### src/rtl/bus_dma_copy_if.sv
// Bus bundle for bus_dma_copy: peripheral-style config port plus the
// initiator port onto the picoRV memory bus.
interface bus_dma_copy_if;
  logic        select;
  logic [3:0]  wstrb;
  logic [3:0]  addr;
  logic [31:0] data_i;
  logic        ready;
  logic [31:0] data_o;
  logic        irq;

  logic        m_valid;
  logic [31:0] m_addr;
  logic [31:0] m_wdata;
  logic [3:0]  m_wstrb;
  logic        m_ready;
  logic [31:0] m_rdata;

  // slave: the DMA engine's view (config target, memory initiator)
  modport slave (
    input  select, wstrb, addr, data_i, m_ready, m_rdata,
    output ready, data_o, irq, m_valid, m_addr, m_wdata, m_wstrb
  );

  // master: the CPU/interconnect/memory side
  modport master (
    output select, wstrb, addr, data_i, m_ready, m_rdata,
    input  ready, data_o, irq, m_valid, m_addr, m_wdata, m_wstrb
  );
endinterface

### src/rtl/bus_dma_copy.sv
// Single-channel word-copy DMA: CPU-programmed SRC/DST/LEN, read-then-write
// beats on the master port, level irq on completion.
module bus_dma_copy #(
  parameter int unsigned LEN_W = 16
) (
  input  logic          clk,
  input  logic          reset_n,
  bus_dma_copy_if.slave bus
);

  typedef enum logic [1:0] {IDLE, RD, WR, FIN} state_t;

  state_t            state, state_n;
  logic              armed;
  logic              acc, wr_en, wr_ctrl, wr_src, wr_dst, wr_len;
  logic              busy, beat_done, start_cmd, abort_cmd;
  logic [31:0]       src, dst, rd_val;
  logic [LEN_W-1:0]  len, len_dec;
  logic              irq_en, done, abort_pend;
  logic              unused_addr;

  assign unused_addr = ^bus.addr[1:0];

  assign acc       = bus.select && armed;
  assign wr_en     = acc && (|bus.wstrb);
  assign wr_ctrl   = wr_en && (bus.addr[3:2] == 2'd0);
  assign wr_src    = wr_en && (bus.addr[3:2] == 2'd1);
  assign wr_dst    = wr_en && (bus.addr[3:2] == 2'd2);
  assign wr_len    = wr_en && (bus.addr[3:2] == 2'd3);
  assign busy      = (state == RD) || (state == WR);
  assign beat_done = bus.m_valid && bus.m_ready;
  assign start_cmd = wr_ctrl && bus.data_i[0] && !busy;
  assign abort_cmd = wr_ctrl && bus.data_i[4] && busy;
  assign len_dec   = len - 1'b1;
  assign bus.irq   = done && irq_en;

  always_comb begin
    rd_val = '0;
    case (bus.addr[3:2])
      2'd0:    rd_val = {28'd0, done, busy, irq_en, 1'b0};
      2'd1:    rd_val = src;
      2'd2:    rd_val = dst;
      default: rd_val = 32'(len);
    endcase
  end

  always_ff @(posedge clk or negedge reset_n) begin
    if (!reset_n) state <= IDLE;
    else          state <= state_n;
  end

  always_comb begin
    state_n = state;
    case (state)
      IDLE: if (start_cmd) state_n = (len == '0) ? FIN : RD;
      RD:   if (beat_done) state_n = WR;
      WR: begin
        if (beat_done) begin
          if (abort_pend || abort_cmd) state_n = IDLE;
          else if (len_dec == '0)      state_n = FIN;
          else                         state_n = RD;
        end
      end
      default: state_n = IDLE;
    endcase
  end

  always_ff @(posedge clk or negedge reset_n) begin
    if (!reset_n) begin
      armed       <= 1'b0;
      bus.ready   <= 1'b0;
      bus.data_o  <= '0;
      src         <= '0;
      dst         <= '0;
      len         <= '0;
      irq_en      <= 1'b0;
      done        <= 1'b0;
      abort_pend  <= 1'b0;
      bus.m_valid <= 1'b0;
      bus.m_addr  <= '0;
      bus.m_wdata <= '0;
      bus.m_wstrb <= '0;
    end else begin
      bus.ready  <= acc;
      bus.data_o <= acc ? rd_val : '0;
      if (!bus.select) armed <= 1'b1;
      else if (acc)    armed <= 1'b0;

      // slave write first, FIN afterwards: a W1C in the FIN cycle loses
      if (wr_ctrl) begin
        irq_en <= bus.data_i[1];
        if (bus.data_i[3]) done <= 1'b0;
      end
      if (state == FIN) done <= 1'b1;

      if (state == IDLE)  abort_pend <= 1'b0;
      else if (abort_cmd) abort_pend <= 1'b1;

      if (wr_src && !busy)                src <= {bus.data_i[31:2], 2'b00};
      else if (state == RD && beat_done)  src <= src + 32'd4;
      if (wr_dst && !busy)                dst <= {bus.data_i[31:2], 2'b00};
      else if (state == WR && beat_done)  dst <= dst + 32'd4;
      if (wr_len && !busy)                len <= bus.data_i[LEN_W-1:0];
      else if (state == WR && beat_done)  len <= len_dec;

      if (state == RD && beat_done) bus.m_wdata <= bus.m_rdata;

      // request is launched from the registered state, so every beat is
      // preceded by one cycle with m_valid low
      if (bus.m_valid) begin
        if (bus.m_ready) bus.m_valid <= 1'b0;
      end else if (busy) begin
        bus.m_valid <= 1'b1;
        bus.m_addr  <= (state == WR) ? dst : src;
        bus.m_wstrb <= (state == WR) ? 4'hF : 4'h0;
      end
    end
  end

endmodule

### src/flat_wrapper.sv
// flat-port wrapper written by rule: the top's interface ports become plain ports
module bus_dma_copy_flat 
#(
  parameter int unsigned LEN_W = 16
)
  (clk, reset_n, bus_select, bus_wstrb, bus_addr, bus_data_i, bus_m_ready, bus_m_rdata, bus_ready, bus_data_o, bus_irq, bus_m_valid, bus_m_addr, bus_m_wdata, bus_m_wstrb);
  bus_dma_copy_if bus_i ();
  input  logic clk;
  input  logic reset_n;
  input wire logic [$bits(bus_i.select)-1:0] bus_select;
  input wire logic [$bits(bus_i.wstrb)-1:0] bus_wstrb;
  input wire logic [$bits(bus_i.addr)-1:0] bus_addr;
  input wire logic [$bits(bus_i.data_i)-1:0] bus_data_i;
  input wire logic [$bits(bus_i.m_ready)-1:0] bus_m_ready;
  input wire logic [$bits(bus_i.m_rdata)-1:0] bus_m_rdata;
  output wire logic [$bits(bus_i.ready)-1:0] bus_ready;
  output wire logic [$bits(bus_i.data_o)-1:0] bus_data_o;
  output wire logic [$bits(bus_i.irq)-1:0] bus_irq;
  output wire logic [$bits(bus_i.m_valid)-1:0] bus_m_valid;
  output wire logic [$bits(bus_i.m_addr)-1:0] bus_m_addr;
  output wire logic [$bits(bus_i.m_wdata)-1:0] bus_m_wdata;
  output wire logic [$bits(bus_i.m_wstrb)-1:0] bus_m_wstrb;
  assign bus_i.select = bus_select;
  assign bus_i.wstrb = bus_wstrb;
  assign bus_i.addr = bus_addr;
  assign bus_i.data_i = bus_data_i;
  assign bus_i.m_ready = bus_m_ready;
  assign bus_i.m_rdata = bus_m_rdata;
  assign bus_ready = bus_i.ready;
  assign bus_data_o = bus_i.data_o;
  assign bus_irq = bus_i.irq;
  assign bus_m_valid = bus_i.m_valid;
  assign bus_m_addr = bus_i.m_addr;
  assign bus_m_wdata = bus_i.m_wdata;
  assign bus_m_wstrb = bus_i.m_wstrb;
  bus_dma_copy #(.LEN_W(LEN_W)) u_core (.clk(clk), .reset_n(reset_n), .bus(bus_i));
endmodule
### config.mk
export PLATFORM = sky130hd
export DESIGN_NAME = bus_dma_copy_flat
export DESIGN_NICKNAME = d
export VERILOG_FILES = /design/src/rtl/bus_dma_copy_if.sv /design/src/rtl/bus_dma_copy.sv /design/src/flat_wrapper.sv
export SDC_FILE = /design/constraint.sdc
export NUM_CORES = 1
export LEC_CHECK = 0
export BUFFER_PORTS_ARGS = -buffer_cell sky130_fd_sc_hd__buf_2
export CAP_MARGIN = 20
export CORE_AREA = 2 2 154 156
export DETAILED_ROUTE_END_ITERATION = 10
export DIE_AREA = 0 0 156 158
export PLACE_DENSITY = 0.68
export SLEW_MARGIN = 20
export SYNTH_ARGS = -nofsm -noshare
export SYNTH_HDL_FRONTEND = slang
export SYNTH_SLANG_ARGS = --single-unit
### constraint.sdc
create_clock -name clk -period 2.19 [get_ports clk]
set_input_delay 0.438 -clock clk [delete_from_list [all_inputs] [get_ports clk]]
set_output_delay 0.438 -clock clk [all_outputs]
set_load 0.02 [all_outputs]
* Word-level counts from Yosys, hierarchy flattened
Index checks and enable logic that the tools add are counted.
** Word-level totals
- Bits in registers :: 188
- Bits of input ports :: 76
- Output and inout bits :: 103
** Cells by class
- Add/sub/neg operators :: 3
- Equality and inequality tests :: 10
- Multiplexer cells :: 27
- Bitwise operators :: 1
- Reductions and logical operators :: 34
** Operator list (number)
- $mux W32 :: 6
- $pmux W32 S3 :: 1
- $add A32 B3 Y32 const B :: 2
- $logic_not A16 Y1 :: 2
- $mux W16 :: 2
- $logic_and A1 B1 Y1 :: 17
- $sub A16 B1 Y16 const B :: 1
- $mux W2 :: 6
- $reduce_bool A2 Y1 :: 6
- $mux W1 :: 10
- $eq A2 B2 Y1 const B :: 4
- $ne A2 B1 Y1 const B :: 4
- $pmux W2 S3 :: 1
- $eq A2 B1 Y1 const B :: 2
- $logic_not A2 Y1 :: 2
- $mux W4 :: 1
- $reduce_and A2 Y1 :: 2
- $reduce_or A4 Y1 :: 1
- $reduce_and A3 Y1 :: 1
- $logic_or A1 B1 Y1 :: 2
- $logic_not A1 Y1 :: 1
- $not A1 Y1 :: 1

* Logic depth before layout (Yosys ltp)
Gate-level depths: netlist of run 1.
- Word-level depth :: 9
- Gate-level depth with buffers :: 9
- Mapped depth without buffers :: 7

* Worst setup path after synthesis of run 1
No wires, ideal clock.
- Path type :: register to register
- Start point :: reg u_core.state[0]
- End point :: reg u_core.dst[26]
- Setup time :: 124 ps
- Arrival :: 2254 ps
- Path slack :: -188 ps
- Stages on the path, launching flop included :: 10
- Clock period less this slack :: 2378 ps
- Cell sequence :: dfrtp_1 > inv_1 > ha_1 > buf_2 > nand2_1 > or3_1 > clkbuf_1 > or4_1 > o21a_1 > o31a_1
** Between the ends
- Cells in the longest elaborated chain, start to end :: 5
- Elaborated cells between the ends (all ways) :: 8
- Those cells by class :: 2 x eq/ne; 1 x mux; 5 x reduce/logical
** RTL lines
- start, declared :: RTL line bus_dma_copy.sv:13 : state_t state, state_n;
- start signal, assigned :: RTL line bus_dma_copy.sv:49 : else state <= state_n;
- $eq A2 B1 Y1 / $eq A2 B2 Y1 (equally long branches) :: RTL line bus_dma_copy.sv:30, bus_dma_copy.sv:102
- $logic_or A1 B1 Y1 :: RTL line bus_dma_copy.sv:30 : assign busy = (state == RD) || (state == WR);
- $logic_not A1 Y1 :: RTL line bus_dma_copy.sv:101 : if (wr_dst && !busy) dst <= {bus.data_i[31:2], 2'b00};
- $logic_and A1 B1 Y1 :: RTL line bus_dma_copy.sv:101
- $mux W32 / $reduce_bool A2 Y1 (equally long branches)
- end signal, assigned :: RTL line bus_dma_copy.sv:101
- end signal, assigned :: RTL line bus_dma_copy.sv:102 : else if (state == WR && beat_done) dst <= dst + 32'd4;
- end, declared :: RTL line bus_dma_copy.sv:17 : logic [31:0] src, dst, rd_val;
Parallel ways exist; a longest one is shown, timed or not.
A chain may end at the register's enable or synchronous reset.

* Final worst setup path of run 1
Ends and elaborated chain as after synthesis.

==> impl_metrics.json, run 1 <==
{
  "synth_edf_count": 0,
  "max_cap_viol_count": 0,
  "hp-class": "primary input to asynchronous set/reset pin",
  "endpoint_kind": "flip-flop",
  "cts_tree": "done",
  "wl_mm": 25.26,
  "vias": 7651,
  "ys.flop_type": "dfrtp_1",
  "grtUsageTotal_pct": 20.66,
  "violations": "hold timing",
  "power.leakage_nw": 5.033,
  "clkSinkCount": 179,
  "syn2layout_area_growth_pct": 26.10,
  "syn-cell-area_um2": 9021,
  "regArea_um2": 4481,
  "drt_iter0_drc": 596,
  "ys_seq_area_share_pct": 49.65,
  "numCtsBuffers": 17,
  "drive_above_1_share_pct": 31.71,
  "layout_setup_ws_ns": 0.06012,
  "cp.required_ns": 2.51,
  "hold_buffers": 0,
  "p_per_area_nw_per_um2": 1317,
  "insertion_delay_ns": 0.43,
  "status": "finished, violations left",
  "ys_seq_elements": 179,
  "grt_pass1_wl_mm": 39.52,
  "synth_warnings": 0,
  "clock_path_buffers": 2,
  "hpwl_mm": 18.23,
  "min_period_ns": 2.130,
  "hold_viol": 2,
  "crit_type": "flip-flop to flip-flop",
  "p_total_mw": 14.98,
  "final_common_cell": "dfrtp_1",
  "multi_input_area_um2": 4284,
  "insertedDiodeCount": 0,
  "gr-total-overflow": 0,
  "first_pass_iters": 5,
  "antenna_left": 0,
  "initial_core_util_pct": 39.13,
  "ir_drop_v": 0.0005780,
  "min_period_over_period_pct": 97.25,
  "htreeDepth": 4,
  "fp-row-count": 56,
  "setup_violations": 0,
  "crit_path_start_kind": "flip-flop",
  "syn_avg_cell_area_um2": 9.892,
  "io_buffers": 174,
  "slew_headroom_pct": 59.52,
  "dieArea_um2": 24650,
  "arrival_ns": 2.45,
  "finalWeightedCongestion": 0.8445,
  "syn_inst": 912,
  "fin_skew_ns": 0.01277,
  "path_clk_slew_ns": 0.07,
  "grt_max_degree": 63,
  "final_cell_mix": "dfrtp_1, buf_2, nand2_1",
  "drt-wirelength-per-cell_um": 17.76,
  "die_h_um": 158,
  "final_nets": 1203,
  "io_pins": 179,
  "slew_viol_final": 0,
  "avgViaCountPerCell": 5.380,
  "async_flop_share_pct": 100.0,
  "cts_root_buffer": "clkbuf_16",
  "antenna_found_initial": 1,
  "die-width_um": 156,
  "core-area_um2": 23050,
  "whs_ns": -0.002912,
  "tightest_slew_ns": 0.6072,
  "path_max_fanout": 4,
  "nFillCells": 2159,
  "grt_pass1_vias": 7522,
  "drc": 0,
  "clock.fmax_ghz": 0.4695,
  "synth_cell_types": 57,
  "pre_cts_slack_ns": 0.03110
}
[path summary, 6_finish.rpt]
kind	startpoint	to	slack, ns	depth (start not counted)
max in group asynchronous	reset_n	u_core.bus.data_o[27]	1.55	2
worst min-delay path	reset_n	u_core.bus.data_o[0]	-0.003	1
worst max register to register	u_core.state[0]	u_core.dst[26]	0.06	7
worst max-delay path	u_core.state[0]	u_core.dst[26]	0.06	7
min in group clk	bus_select	u_core.armed	0.16	2
worst min register to register	u_core.bus.m_addr[20]	u_core.bus.m_addr[20]	0.48	2
[metal layers]
metal  share of wire (%)  track usage, %
met2                  48           33.33
met3                 6.2           4.024
met1                  44           27.71
met5               0.051               0
met4                 2.1           7.733
[where the power goes]
group | internal [mW] | switching, mW
logic | 2.59 | 3.32
clock network | 1.84 | 1.43
registers | 4.56 | 1.24
total | 8.99 | 5.99
[final cells by class]
cell class | count | area share [%]
Clock buffer | 18 | 3.773
Clock inverter | 14 | 1.661
Inverter | 10 | 0.3300
Multi-Input combinational cell | 659 | 37.66
Sequential cell | 179 | 39.39
Tap cell | 290 | 3.190
Timing Repair Buffer | 252 | 14.00
[state kept, by name (all words and copies together) (netlist names)]
| register | cells |
|---|---|
| u_core.src | 30 |
| u_core.bus.data_o | 32 |
| u_core.dst | 30 |
| u_core.irq_en | 1 |
| u_core.bus.m_wdata | 32 |
| u_core.armed | 1 |
| u_core.bus.m_addr | 30 |
| u_core.bus.ready | 1 |
| u_core.state | 2 |
| u_core.done | 1 |
| u_core.bus.m_valid | 1 |
| u_core.bus.m_wstrb | 1 |
| u_core.len | 16 |
| u_core.abort_pend | 1 |
[cells in the mapped netlist (all sizes together), types with 3 or more instances]
| master | n | share of area [%] |
|---|---|---|
| o21a | 6 | 0.50 |
| nor2b | 12 | 0.83 |
| nor4 | 21 | 1.5 |
| buf | 20 | 1.3 |
| and3 | 16 | 1.1 |
| inv | 10 | 0.42 |
| ha | 8 | 1.1 |
| clkbuf | 45 | 1.9 |
| nand2 | 139 | 5.8 |
| nand4 | 20 | 1.6 |
| or4 | 5 | 0.46 |
| mux2 | 45 | 5.6 |
| mux2i | 38 | 4.2 |
| nor3 | 16 | 0.94 |
| o21ai | 99 | 5.5 |
| xor2 | 36 | 3.5 |
| and4 | 4 | 0.40 |
| nand3b | 4 | 0.33 |
| nand2b | 5 | 0.35 |
| or3 | 7 | 0.54 |
| or2 | 4 | 0.28 |
| a21oi | 3 | 0.17 |
| a22oi | 31 | 2.6 |
| xnor2 | 25 | 2.4 |
| nor2 | 54 | 2.2 |
| dfrtp | 179 | 50 |
| nor3b | 3 | 0.25 |
| a31oi | 5 | 0.35 |
| o31a | 3 | 0.29 |
| nand3 | 26 | 1.5 |
[cells by family (layout without fill, tap and decap cells)]
family	Yosys count	count (layout)	share of synthesized area, %
AND/OR/NAND/NOR	343	343	18.75
flip-flops	179	179	49.65
AO/OA/AOI/OAI	160	160	10.55
multiplexers	85	85	10.33
buffers and inverters	75	294	3.634
XOR/XNOR	61	61	5.922
adder cells (fa/ha/maj)	8	8	1.110
other	1	2	0.04157
[critical path, cell delays in order (launching register included)]
cell	delay, ns
dfrtp_1	0.38
inv_1	0.11
ha_4	0.18
nand2_2	0.05
or3_1	0.36
or4_4	0.47
o21a_1	0.21
o31a_1	0.27
[metrics by stage]
stage	utilization, %	setup TNS (ns)	cells	cell area, um2
floorplan	-	-0.1062	913	9050
global placement	46.35	0	1387	10680
detailed placement	46.35	0	1387	10680
CTS	49.03	0	1419	11300
global route	49.35	-0.01969	1422	11380
finish	49.35	0	1422	11380
[repair_timing]
item | in CTS | in global routing
buffers inserted | 0 | 2
setup endpoints to repair | 0 | 18
resized for setup | 0 | 9
Note: power is estimated with default switching activity, not from simulation.
==> run 2, diff against run 1 <==
--- a/config.mk
+++ b/config.mk
@@ -8,6 +8,7 @@
 export BUFFER_PORTS_ARGS = -buffer_cell sky130_fd_sc_hd__buf_2
 export CAP_MARGIN = 20
 export CORE_AREA = 2 2 154 156
+export CTS_BUF_LIST = sky130_fd_sc_hd__clkbuf_4 sky130_fd_sc_hd__clkbuf_8
 export DETAILED_ROUTE_END_ITERATION = 10
 export DIE_AREA = 0 0 156 158
 export PLACE_DENSITY = 0.68
==> impl_metrics.json, run 2 (synthesized netlist as in run 1, its figures left out) <==
{
  "grt_pass1_vias": 7484,
  "hp-class": "primary input to flip-flop",
  "arrival_ns": 2.49,
  "core-area_um2": 23050,
  "fin_skew_ns": 0.02110,
  "largestRegisters": "u_core.bus.data_o: 32 flops, u_core.bus.m_wdata: 32 flops",
  "wl_met2_mm": 11.97,
  "first_pass_iters": 5,
  "tightest_slew_ns": 0.6005,
  "wl_met3_mm": 1.643,
  "max_cap_viol_count": 0,
  "grt_pass1_wl_mm": 39.32,
  "drt-wirelength-per-cell_um": 17.69,
  "utilization_pct": 48.62,
  "ir_drop_v": 0.0005505,
  "final_nets": 1204,
  "grtUsageTotal_pct": 20.53,
  "drc": 0,
  "setup_violations": 0,
  "die-width_um": 156,
  "min_period_over_period_pct": 97.11,
  "grt_max_degree": 63,
  "antenna_found_initial": 1,
  "clkSinkCount": 179,
  "syn2layout_area_growth_pct": 24.24,
  "p_total_mw": 14.24,
  "crit_path_start_kind": "flip-flop",
  "wl_mm": 25.18,
  "avgViaCountPerCell": 5.366,
  "dieArea_um2": 24650,
  "drt_iter0_drc": 536,
  "fp-row-count": 56,
  "power.leakage_nw": 4.955,
  "antenna_left": 0,
  "endpoint_kind": "flip-flop",
  "numCtsBuffers": 17,
  "vias": 7636,
  "slew_headroom_pct": 59.97,
  "io_buffers": 174,
  "hpwl_mm": 18.23,
  "slew_viol_final": 0,
  "hold_viol": 0,
  "drive_above_1_share_pct": 31.77,
  "cts_tree": "done",
  "final_cell_mix": "dfrtp_1, buf_2, nand2_1",
  "clock_path_buffers": 2,
  "finalWeightedCongestion": 0.8445,
  "drt-met1-wl_mm": 11.09,
  "min_period_ns": 2.127,
  "top_layer_used": "met5",
  "path_clk_slew_ns": 0.09,
  "final_common_cell": "dfrtp_1",
  "p_per_area_nw_per_um2": 1271,
  "clock.fmax_ghz": 0.4702,
  "initial_core_util_pct": 39.13,
  "htreeDepth": 4,
  "die_h_um": 158,
  "crit_type": "flip-flop to flip-flop",
  "insertedDiodeCount": 0,
  "cp.required_ns": 2.55,
  "instances_no_fill": 1423,
  "insertion_delay_ns": 0.48,
  "gr-total-overflow": 0,
  "status": "finished, final reports clean",
  "dp_cells": 1387,
  "path_max_fanout": 4,
  "cts_root_buffer": "clkbuf_8",
  "fin_setup_tns_ns": 0,
  "io_pins": 179
}
[run 2: critical path: stages (launching register included)]
cell and delay (ns):
dfrtp_1 0.39, inv_1 0.11, ha_4 0.18, nand2_2 0.05, or3_1 0.36, or4_4 0.47
o21a_1 0.20, o31a_1 0.27
[run 2: final timing paths]
kind	slack [ns]	start	depth (start not counted)	to
max in group asynchronous	1.02	reset_n	3	u_core.bus.data_o[27]
min	0.12	bus_select	2	u_core.armed
min in group asynchronous	0.52	reset_n	2	u_core.bus.data_o[0]
max	0.06	u_core.state[0]	7	u_core.dst[26]
min reg2reg	0.48	u_core.bus.m_addr[22]	2	u_core.bus.m_addr[22]
max reg2reg	0.06	u_core.state[0]	7	u_core.dst[26]
[run 2: area by class of cell]
type	count	area, um2
fill	2190	11840
sequential	179	4481
multi-input combinational	659	4294
inverter	10	37.54
timing repair buffer	253	1603
clock buffer	18	241.5
clock inverter	14	188.9
tap	290	362.8
[run 2: timing repair]
item / in CTS / in global routing
setup buffers: 0 / 2
gates resized for setup: 0 / 10
endpoints found under the setup margin: 0 / 21
hold buffers: 1 / 0
hold endpoints to repair: 49 / 0
[run 2: metrics by stage]
step	cell area [um2]	setup slack, ns	hold WS (ns)
floorplan	9050	-0.05801	0.1424
global placement	10680	0.03514	0.4578
detailed placement	10680	0.03110	0.4648
CTS	11120	0.01423	0.08228
global route	11210	-0.009715	0.09645
finish	11210	0.06330	0.1158
[run 2: routing by layer]
layer	vias up	track usage (%)
met1	3722	27.52
met5	-	0
met2	257	33.14
met4	2	6.990
met3	38	4.435
li1	3617	-
[run 2: power breakdown]
part	leakage (nW)	internal [mW]	switching, mW
sequential	2.26	4.56	1.23
clock	0.219	1.18	1.33
combinational	2.48	2.59	3.34
total	4.96	8.33	5.91
